===== config.mk =====
export PLATFORM = sky130hd
export DESIGN_NAME = mmio_uart_ctrl_flat
export DESIGN_NICKNAME = d
export VERILOG_FILES = /design/src/rtl/mmio_uart_ctrl_if.sv /design/src/rtl/mmio_uart_ctrl.sv /design/src/flat_wrapper.sv
export SDC_FILE = /design/constraint.sdc
export NUM_CORES = 1
export LEC_CHECK = 0
export CORE_MARGIN = 2
export CORE_UTILIZATION = 53
export CTS_CLUSTER_DIAMETER = 40
export DETAILED_ROUTE_END_ITERATION = 8
export PLACE_DENSITY = 0.82
export SLEW_MARGIN = 40
export SYNTH_ARGS = -nofsm -noshare
export SYNTH_HDL_FRONTEND = slang
export SYNTH_SLANG_ARGS = --single-unit

===== constraint.sdc =====
create_clock -name clk -period 4.07 [get_ports clk]
set_clock_uncertainty 0.15 [all_clocks]
set_input_delay 0.814 -clock clk [delete_from_list [all_inputs] [get_ports clk]]
set_output_delay 0.814 -clock clk [all_outputs]
set_load 0.03 [all_outputs]

===== src/rtl/mmio_uart_ctrl_if.sv =====
// mmio_uart_ctrl_if: MEM-stage I/O bus plus UART TX/RX byte handshakes
//   master: CPU/UART side (drives address, store data, requests, UART inputs)
//   slave : controller side (drives load data, stall, UART TX byte, RX ready)
interface mmio_uart_ctrl_if;
    logic [31:0] addr;
    logic [31:0] wdata;
    logic        we;
    logic        re;
    logic        inst_retire;
    logic [31:0] io_rdata;
    logic        stall;
    logic [7:0]  uart_din;
    logic        uart_din_valid;
    logic        uart_din_ready;
    logic [7:0]  uart_dout;
    logic        uart_dout_valid;
    logic        uart_dout_ready;
    modport master (
        output addr, wdata, we, re, inst_retire, uart_din_ready, uart_dout, uart_dout_valid,
        input  io_rdata, stall, uart_din, uart_din_valid, uart_dout_ready
    );
    modport slave (
        input  addr, wdata, we, re, inst_retire, uart_din_ready, uart_dout, uart_dout_valid,
        output io_rdata, stall, uart_din, uart_din_valid, uart_dout_ready
    );
endinterface


===== src/rtl/mmio_uart_ctrl.sv =====
// mmio_uart_ctrl: MEM-stage memory-mapped UART controller with cycle/instruction counters
//   clk : system clock
//   rst : synchronous active-low reset
//   bus : MEM-stage load/store, retire strobe, load data, stall, UART TX/RX handshakes
module mmio_uart_ctrl #(
    parameter logic [3:0] IO_NIBBLE = 4'h8,
    parameter int          CNT_WIDTH = 32
) (
    input logic             clk,
    input logic             rst,
    mmio_uart_ctrl_if.slave bus
);
    typedef enum logic {T_EMPTY, T_FULL} tx_state_t;
    typedef enum logic {R_EMPTY, R_FULL} rx_state_t;
    tx_state_t              r_tx_state, w_tx_next;
    rx_state_t              r_rx_state, w_rx_next;
    logic [7:0]             r_tx_byte, r_rx_byte;
    logic [CNT_WIDTH-1:0]   r_cycle_cnt, r_instr_cnt;
    logic [31:0]            r_rdata, w_rdata;
    logic                   w_io_sel, w_tx_wr, w_clr, w_stall, w_load, w_rx_rd;
    logic                   w_unused;
    always_comb begin
        w_io_sel  = bus.addr[31:28] == IO_NIBBLE;
        w_tx_wr   = w_io_sel && bus.we && bus.addr[5:2] == 4'h2;
        w_clr     = w_io_sel && bus.we && bus.addr[5:2] == 4'h6;
        // stall depends only on registered TX state, never on uart_din_ready
        w_stall   = w_tx_wr && r_tx_state == T_FULL;
        // a store wins over a simultaneous load, so the load neither pops RX nor updates data
        w_load    = w_io_sel && bus.re && !bus.we && !w_stall;
        w_rx_rd   = w_load && bus.addr[5:2] == 4'h3;
        w_tx_next = r_tx_state == T_EMPTY ? (w_tx_wr ? T_FULL : T_EMPTY)
                                          : (bus.uart_din_ready ? T_EMPTY : T_FULL);
        w_rx_next = r_rx_state == R_EMPTY ? (bus.uart_dout_valid ? R_FULL : R_EMPTY)
                                          : (w_rx_rd ? R_EMPTY : R_FULL);
        w_rdata   = bus.addr[5:2] == 4'h0 ? {31'b0, r_tx_state == T_EMPTY} :
                    bus.addr[5:2] == 4'h1 ? {31'b0, r_rx_state == R_FULL}  :
                    bus.addr[5:2] == 4'h3 ? {24'b0, r_rx_byte}             :
                    bus.addr[5:2] == 4'h4 ? 32'(r_cycle_cnt)               :
                    bus.addr[5:2] == 4'h5 ? 32'(r_instr_cnt)               : 32'b0;
    end
    always_ff @(posedge clk) begin
        if (!rst) begin
            r_tx_state  <= T_EMPTY;
            r_rx_state  <= R_EMPTY;
            r_tx_byte   <= '0;
            r_rx_byte   <= '0;
            r_cycle_cnt <= '0;
            r_instr_cnt <= '0;
            r_rdata     <= '0;
        end else begin
            r_tx_state  <= w_tx_next;
            r_rx_state  <= w_rx_next;
            if (r_tx_state == T_EMPTY && w_tx_wr) r_tx_byte <= bus.wdata[7:0];
            if (r_rx_state == R_EMPTY && bus.uart_dout_valid) r_rx_byte <= bus.uart_dout;
            r_cycle_cnt <= w_clr ? '0 : r_cycle_cnt + CNT_WIDTH'(1);
            r_instr_cnt <= w_clr ? '0 : r_instr_cnt + CNT_WIDTH'(bus.inst_retire);
            if (w_load) r_rdata <= w_rdata;
        end
    end
    assign bus.io_rdata        = r_rdata;
    assign bus.stall           = w_stall;
    assign bus.uart_din        = r_tx_byte;
    assign bus.uart_din_valid  = r_tx_state == T_FULL;
    assign bus.uart_dout_ready = r_rx_state == R_EMPTY;
    assign w_unused            = ^{bus.addr[27:6], bus.addr[1:0], bus.wdata[31:8]};
endmodule


===== src/flat_wrapper.sv =====
// flat-port wrapper written by rule: the top's interface ports become plain ports
module mmio_uart_ctrl_flat 
#(
    parameter logic [3:0] IO_NIBBLE = 4'h8,
    parameter int          CNT_WIDTH = 32
)
  (clk, rst, bus_addr, bus_wdata, bus_we, bus_re, bus_inst_retire, bus_uart_din_ready, bus_uart_dout, bus_uart_dout_valid, bus_io_rdata, bus_stall, bus_uart_din, bus_uart_din_valid, bus_uart_dout_ready);
  mmio_uart_ctrl_if bus_i ();
  input logic clk;
  input logic rst;
  input wire logic [$bits(bus_i.addr)-1:0] bus_addr;
  input wire logic [$bits(bus_i.wdata)-1:0] bus_wdata;
  input wire logic [$bits(bus_i.we)-1:0] bus_we;
  input wire logic [$bits(bus_i.re)-1:0] bus_re;
  input wire logic [$bits(bus_i.inst_retire)-1:0] bus_inst_retire;
  input wire logic [$bits(bus_i.uart_din_ready)-1:0] bus_uart_din_ready;
  input wire logic [$bits(bus_i.uart_dout)-1:0] bus_uart_dout;
  input wire logic [$bits(bus_i.uart_dout_valid)-1:0] bus_uart_dout_valid;
  output wire logic [$bits(bus_i.io_rdata)-1:0] bus_io_rdata;
  output wire logic [$bits(bus_i.stall)-1:0] bus_stall;
  output wire logic [$bits(bus_i.uart_din)-1:0] bus_uart_din;
  output wire logic [$bits(bus_i.uart_din_valid)-1:0] bus_uart_din_valid;
  output wire logic [$bits(bus_i.uart_dout_ready)-1:0] bus_uart_dout_ready;
  assign bus_i.addr = bus_addr;
  assign bus_i.wdata = bus_wdata;
  assign bus_i.we = bus_we;
  assign bus_i.re = bus_re;
  assign bus_i.inst_retire = bus_inst_retire;
  assign bus_i.uart_din_ready = bus_uart_din_ready;
  assign bus_i.uart_dout = bus_uart_dout;
  assign bus_i.uart_dout_valid = bus_uart_dout_valid;
  assign bus_io_rdata = bus_i.io_rdata;
  assign bus_stall = bus_i.stall;
  assign bus_uart_din = bus_i.uart_din;
  assign bus_uart_din_valid = bus_i.uart_din_valid;
  assign bus_uart_dout_ready = bus_i.uart_dout_ready;
  mmio_uart_ctrl #(.IO_NIBBLE(IO_NIBBLE), .CNT_WIDTH(CNT_WIDTH)) u_core (.clk(clk), .rst(rst), .bus(bus_i));
endmodule

Yosys cells after proc, flatten, opt, wreduce, memory -nomap -nowiden
Index checks and enable logic that the tools add are counted.
{"block": "op_classes", "mux": 11, "eq_ne": 7, "add_sub_neg": 2, "bitwise_logic": 3, "reduce_logical": 14}
{"operator": "two-way mux 32 bit", "n": 5}
{"operator": "adder 32 x 1 -> 32 bit", "n": 1}
{"operator": "adder 32 x 1 -> 32 bit, second input constant", "n": 1}
{"operator": "equality test 4 x 3 -> 1 bit, second input constant", "n": 3}
{"operator": "logical AND 1 bit", "n": 10}
{"operator": "equality test 4 x 2 -> 1 bit, second input constant", "n": 2}
{"operator": "two-way mux 1 bit", "n": 6}
{"operator": "equality test 4 x 1 -> 1 bit, second input constant", "n": 1}
{"operator": "equality test 4 bit, second input constant", "n": 1}
{"operator": "logical NOT 4 bit", "n": 1}
{"operator": "NOT 1 bit", "n": 3}
{"operator": "logical NOT 1 bit", "n": 2}
{"operator": "OR reduction 2 bit", "n": 1}
{"block": "totals", "regBits": 114, "elab_cells": 44, "inputBits": 79}

Depth between registers and ports, before layout
Gate-level depths: netlist of the first run.
{"block": "depth", "word_depth": 9, "ltp_mapped": 7, "depth_no_buf": 6}

Worst setup path after synthesis of the first run
No wires, ideal clock.
{"block": "synth_path", "kind": "in2out", "from": "input bus_addr[29]", "to": "output bus_stall", "required_time_ps": 3106, "n_path_buf": 1, "arrival_time_ps": 2436, "stages": 3, "slack_ps": 670, "cell_sequence": "or4b_1 clkbuf_1 nor4_1"}
{"block": "synth_via", "elab_chain_len": 4}
{"element": "start, declared", "line": "flat_wrapper.sv:11", "source": "input wire logic [$bits(bus_i.addr)-1:0] bus_addr;"}
{"element": "equality test 4 bit", "line": "mmio_uart_ctrl.sv:23", "source": "w_io_sel = bus.addr[31:28] == IO_NIBBLE;"}
{"element": "logical AND 1 bit (2 in series)", "line": "mmio_uart_ctrl.sv:24", "source": "w_tx_wr = w_io_sel && bus.we && bus.addr[5:2] == 4'h2;"}
{"element": "logical AND 1 bit", "line": "mmio_uart_ctrl.sv:27", "source": "w_stall = w_tx_wr && r_tx_state == T_FULL;"}
{"element": "end, declared", "line": "flat_wrapper.sv:20", "source": "output wire logic [$bits(bus_i.stall)-1:0] bus_stall;"}
Every way passes these cells.

Worst setup path after layout of the first run
Ends and elaborated chain as after synthesis.

==> impl_metrics.yaml, run 1 <==
route:
  drt_wl_total_um: 12300
  vias: 4660
  first_pass_iters: 5
  drc: 0
  vias_per_cell: 6.01
  drt-initial-drc-count: 268
  ant_nets: 0
  routedWlPerCell_um: 15.9
finish:
  drive_gt1_share_pct: 7.26
  area.sequential_um2: 2280
  multi_input_area_um2: 2540
  fin_util_pct: 68.9
  nets: 717
  num_antenna_cells: 0
  final_common_cell: "dfxtp_1"
  fillers: 716
  layout_common_cells: "114 x dfxtp_1, 73 x clkdlybuf4s50_1, 58 x nor2_1"
  area_growth_syn_to_layout_pct: 26.5
placed_design:
  dp_hpwl_um: 8130
  io_buffers: 73
  place_congestion: 0.832
  post-place-ws_ns: 0.336
worst_hold_path:
  holdPathStages: 2
  min_to: "u_core.r_rx_byte[5]"
  min_from: "u_core.r_rx_byte[5]"
  hp-class: "flop to flop"
synthesis:
  synth_warnings: 0
  synth_edf_count: 0
  synth.distinct_cells: 45
  synth_fp_nets: 654
  netlist_area_um2: 5030
  ys_ff_latch: 114
  netlist_instances: 572
  synth_ff_type: "dfxtp_1"
  synth-async-reset-ratio_pct: 0
  avgSynthCellArea_um2: 8.80
  yosysSeqAreaShare_pct: 45.3
floorplan:
  die_x_um: 101
  design.core.area_um2: 9240
  die_h_um: 101
  start_util_pct: 54.5
  io_pins: 122
  dieArea_um2: 10300
  rows: 35
timing:
  relSlewSlack_pct: 54.7
  finalSetupViolations: 0
  slew_violations: 0
  fin_crit_ns: 3.75
  rsz0062_at_grt: "false"
  min_period_over_period_pct: 92.0
  setup_slack_ns: 0.324
  finalSetupTns_ns: 0
  fmaxAchievable_mhz: 267
  hold_viol_final: 0
  worstMarginPinSlew_ns: 0.677
pwr:
  clkPwrFrac_pct: 51.5
  power_density_nw_per_um2: 405
  pwr-share-seq_pct: 44.2
  swShare_pct: 21.4
  p_int_mw: 2.03
  switchingPower_mw: 0.553
  ir_drop_mv: 0.278
  pwr-share-comb_pct: 4.3
  leakage_nw: 1.96
global_routing:
  grt_pass1_vias: 4462
  grt-ovfl-total: 0
  track_usage_pct: 25.5
  antenna_found_initial: 0
  grt_max_degree: 57
  grt_pass1_wl_um: 20600
clock_network:
  cts_sinks: 114
  clk_latency_ns: 0.52
  cts_inserted_buffers: 17
  cts_resized: 0
  cts_root_buf: "clkbuf_8"
  cts_max_path_buffers: 2
  clk_pin_slew_ns: 0.05
  cts_hold_buf: 0
  cts_setup_buffers: 0
  cts_tree: "yes"
  htreeDepth: 4
run:
  cap_violations: 0
worst_setup_path:
  cpPeakStageDelay_ns: 0.74
  worstPathCellList: "clkdlybuf4s50_1, or4b_1, nor4_1, clkdlybuf4s50_1"
  r2r_end: "u_core.r_cycle_cnt[20]"
  end_kind: "output pin"
  crit_slowest_cell: "clkdlybuf4s50_1"
  arrival_ns: 2.78
  worst-r2r-setup-slack_ns: 1.44
  critPathKind: "input port to output pin"
  cp_common_cell: "clkdlybuf4s50_1"
  rr_startpoint: "u_core.r_cycle_cnt[0]"
  worst_ep_required_time_ns: 3.11
  path_max_fanout: 2
  worstSetupStartpointType: "input port"
  rr_worst_depth: 5
outcome:
  status: "finished, final reports clean"
power groups by stage:
stage / logic (mW) / clock network [mW] / registers, mW
6_report: 0.112 / 1.33 / 1.14
5_1_grt: 0.123 / 1.39 / 1.14
4_1_cts: 0.112 / 1.34 / 1.14
3_5_place_dp: 0.111 / 0 / 1.16
3_3_place_gp: 0.108 / 0 / 1.16
2_1_floorplan: 0.0512 / 0 / 1.17
sequential cells by signal, indices dropped and copies added (netlist names):
register                   count
u_core.bus.io_rdata           32
u_core.bus.uart_din            8
u_core.bus.uart_din_valid      1
u_core.r_cycle_cnt            32
u_core.r_instr_cnt            32
u_core.r_rx_byte               8
u_core.r_rx_state              1
stage by stage:
| stage | cell area [um2] | instances | hold WS (ns) | total power [mW] |
|---|---|---|---|---|
| finish | 6370 | 776 | 0.307 | 2.58 |
| global route | 6370 | 776 | 0.333 | 2.66 |
| CTS | 6370 | 776 | 0.310 | 2.60 |
| detailed placement | 5840 | 745 | 0.298 | 1.27 |
| global placement | 5840 | 745 | 0.295 | 1.27 |
| floorplan | 5030 | 572 | 0.280 | 1.22 |
layout make-up:
class                      count  share of cell area (%)
multi-input combinational    404                    39.8
tap                          129                    2.53
clock inverter                 6                   0.864
inverter                      16                   0.943
timing repair buffer          82                    12.5
sequential                   114                    35.8
clock buffer                  25                    7.45
worst max-delay path, delay by kind of cell:
family / cells / cell delay (ns)
buffers and inverters: 2 / 1.13
AND/OR/NAND/NOR: 2 / 0.84
worst max path at each step:
stage | startpoint | cells after the start | slack (ns) | endpoint
finish | bus_addr[29] | 4 | 0.32 | bus_stall
floorplan | bus_addr[29] | 3 | 0.67 | bus_stall
global route | bus_addr[29] | 4 | 0.25 | bus_stall
detailed placement | bus_addr[29] | 4 | 0.34 | bus_stall
CTS | bus_addr[29] | 4 | 0.32 | bus_stall
global placement | bus_addr[29] | 4 | 0.35 | bus_stall
cell usage after synthesis (4+ instances only):
| master | number | area [um2] |
|---|---|---|
| xor2_1 | 7 | 61.3 |
| o31ai_1 | 19 | 143 |
| mux2i_1 | 11 | 110 |
| a211oi_1 | 24 | 180 |
| and4_1 | 5 | 43.8 |
| xnor2_1 | 13 | 114 |
| nand3_1 | 19 | 95.1 |
| o2bb2ai_1 | 7 | 61.3 |
| and2_1 | 6 | 37.5 |
| a22oi_1 | 24 | 180 |
| nor2_1 | 58 | 218 |
| or3_1 | 11 | 68.8 |
| nand2b_1 | 4 | 25.0 |
| dfxtp_1 | 114 | 2280 |
| or4_1 | 22 | 165 |
| nand4_1 | 9 | 56.3 |
| clkbuf_1 | 26 | 97.6 |
| buf_2 | 7 | 35.0 |
| nor3_1 | 6 | 30.0 |
| a222oi_1 | 8 | 80.1 |
| nor4_1 | 12 | 75.1 |
| and3_1 | 6 | 37.5 |
| nand2_1 | 44 | 165 |
| a21oi_1 | 44 | 220 |
| inv_1 | 15 | 56.3 |
| o21ai_0 | 17 | 85.1 |
metal layers:
layer | global-route usage, % | up-vias | routed length, um | share of wire (%)
met1 | 30.5 | 2205 | 5230 | 43
met2 | 41.9 | 176 | 6080 | 49
met5 | 0 | - | 0 | 0
li1 | - | 2253 | - | -
met4 | 12.8 | 0 | 239 | 1.9
met3 | 7.25 | 26 | 755 | 6.1
logic make-up after synthesis:
logic type | share of synthesized area (%)
buffers and inverters | 4.97
XOR/XNOR | 3.48
flip-flops | 45.3
multiplexers | 2.19
adder cells (fa/ha/maj) | 0.746
AND/OR/NAND/NOR | 22.8
AO/OA/AOI/OAI | 20.4
(Power assumes the default switching activity.)
==> run 2: changes to the inputs <==
CORE_UTILIZATION = 45   (was 53)
PLACE_DENSITY = unset   (was 0.82)
PLACE_DENSITY_LB_ADDON = 0.1   (was unset)
SKIP_CTS_REPAIR_TIMING = 1   (was unset)
==> run 2 against run 1 <==
Sequential share of layout area is 0.42 points lower. Clock power is 11% higher. Die area is 17% higher. Worst hold slack better by 0.00095 ns. Count of clock-buffer cells in the layout is 7 lower. Utilization is 9.7 points lower. Sequential power hardly changed. Largest power group unchanged.
==> impl_metrics.yaml, run 2 (synthesis gave the netlist of run 1 again) <==
global_routing:
  antenna_found_initial: 0
  grt_pass1_vias: 4148
  grt-ovfl-total: 0
  track_usage_pct: 21.4
  grt_pass1_wl_um: 19900
  grt_max_degree: 57
route:
  vias_per_cell: 5.68
  drt-initial-drc-count: 271
  drc: 0
  first_pass_iters: 6
  ant_nets: 0
  routedWlPerCell_um: 15.6
  vias: 4479
  drt_wl_total_um: 12300
clock_network:
  cts_root_buf: "clkbuf_8"
  htreeDepth: 4
  cts_inserted_buffers: 17
  clk_pin_slew_ns: 0.06
  cts_max_path_buffers: 2
  cts_sinks: 114
  clk_latency_ns: 0.52
  cts_tree: "yes"
finish:
  stdcell_count: 788
  num_antenna_cells: 0
  area.sequential_um2: 2280
  fillers: 985
  fin_util_pct: 59.2
  layout_common_cells: "114 x dfxtp_1, 73 x clkdlybuf4s50_1, 58 x nor2_1"
  drive_gt1_share_pct: 8.18
  stdcell_area_um2: 6440
  final_common_cell: "dfxtp_1"
  multi_input_area_um2: 2540
  nets: 717
  area_growth_syn_to_layout_pct: 28.0
worst_setup_path:
  r2r_end: "u_core.r_cycle_cnt[20]"
  end_kind: "output pin"
  worstPathCellList: "clkdlybuf4s50_1, or4b_1, nor4_1, clkdlybuf4s50_1"
  path_max_fanout: 2
  worst-r2r-setup-slack_ns: 1.45
  worst_ep_required_time_ns: 3.11
  arrival_ns: 2.72
  critPathKind: "input port to output pin"
  rr_worst_depth: 5
  crit_slowest_cell: "clkdlybuf4s50_1"
  rr_startpoint: "u_core.r_cycle_cnt[0]"
  cp_common_cell: "clkdlybuf4s50_1"
  worstSetupStartpointType: "input port"
  cpPeakStageDelay_ns: 0.72
pwr:
  pwr-share-comb_pct: 4.1
  p_int_mw: 2.12
  pwr-share-seq_pct: 41.9
  clkPwrFrac_pct: 54.1
  power_density_nw_per_um2: 422
  power_mw: 2.72
  leakage_nw: 1.98
  switchingPower_mw: 0.598
  ir_drop_mv: 0.299
  swShare_pct: 22.0
placed_design:
  dp.cells: 756
  place_congestion: 0.802
  dpl_cell_area_um2: 5850
  post-place-ws_ns: 0.351
  io_buffers: 73
  dp_hpwl_um: 8250
timing:
  slew_violations: 0
  finalSetupViolations: 0
  relSlewSlack_pct: 51.5
  hold_viol_final: 0
  fmaxAchievable_mhz: 271
  min_period_over_period_pct: 90.6
  whs_ns: 0.308
  setup_slack_ns: 0.383
  fin_crit_ns: 3.69
  rsz0062_at_grt: "false"
  worstMarginPinSlew_ns: 0.725
  finalSetupTns_ns: 0
worst_hold_path:
  hp-class: "flop to flop"
  min_to: "u_core.r_rx_byte[2]"
  holdPathStages: 2
  min_from: "u_core.r_rx_byte[2]"
floorplan:
  dieArea_um2: 12000
  die_x_um: 110
  design.core.area_um2: 10900
  rows: 38
  die_h_um: 110
  start_util_pct: 46.2
  io_pins: 122
outcome:
  status: "finished, final reports clean"
run:
  cap_violations: 0
-- run 2: cell types whose count changed in the layout (fill, tap and decap cells not counted) --
| cell | delta |
|---|---|
| clkinvlp_4 | +3 |
| clkinv_4 | +3 |
| clkbuf_1 | -5 |
| clkbuf_8 | -2 |
| bufinv_16 | +2 |
-- run 2: power by group through the flow --
stage	combinational [mW]	sequential, mW	clock [mW]
after global placement	0.110	1.16	0
after detailed placement	0.111	1.16	0
after CTS	0.112	1.14	1.49
after global routing	0.121	1.14	1.55
after floorplan	0.0512	1.17	0
final	0.111	1.14	1.47
-- run 2: how the worst max path moves through the flow --
stage | cells after the start | start | end | slack (ns)
floorplan | 3 | bus_addr[29] | bus_stall | 0.67
global placement | 4 | bus_addr[29] | bus_stall | 0.37
detailed placement | 4 | bus_addr[29] | bus_stall | 0.35
CTS | 4 | bus_addr[29] | bus_stall | 0.36
global route | 4 | bus_addr[28] | bus_stall | 0.26
finish | 4 | bus_addr[29] | bus_stall | 0.38
-- run 2: routing by layer --
layer / GRT usage, % / wire [um] / vias to the layer above
met5: 0 / 0 / -
met4: 5.42 / 101 / 0
met3: 6.82 / 428 / 9
met2: 36.8 / 6190 / 72
met1: 25.9 / 5560 / 2142
li1: - / - / 2256
-- run 2: critical path: cells and delay by family --
| family | cells | cell delay [ns] |
|---|---|---|
| buffers and inverters | 2 | 1.11 |
| and+or+nand+nor | 2 | 0.80 |
-- run 2: cell type report --
| class | count | area share [%] |
|---|---|---|
| inverters | 16 | 0.932 |
| flip-flops and latches | 114 | 35.4 |
| clock inverters | 14 | 2.54 |
| multi-input cells | 404 | 39.4 |
| well taps | 140 | 2.72 |
| clock buffers | 18 | 6.64 |
| repair buffers | 82 | 12.4 |
==> run 3: changes to the inputs <==
SLEW_MARGIN = 20   (was 40)
==> results of run 3 <==
No change in the layout: final DEF, timing and power equal those of run 2.
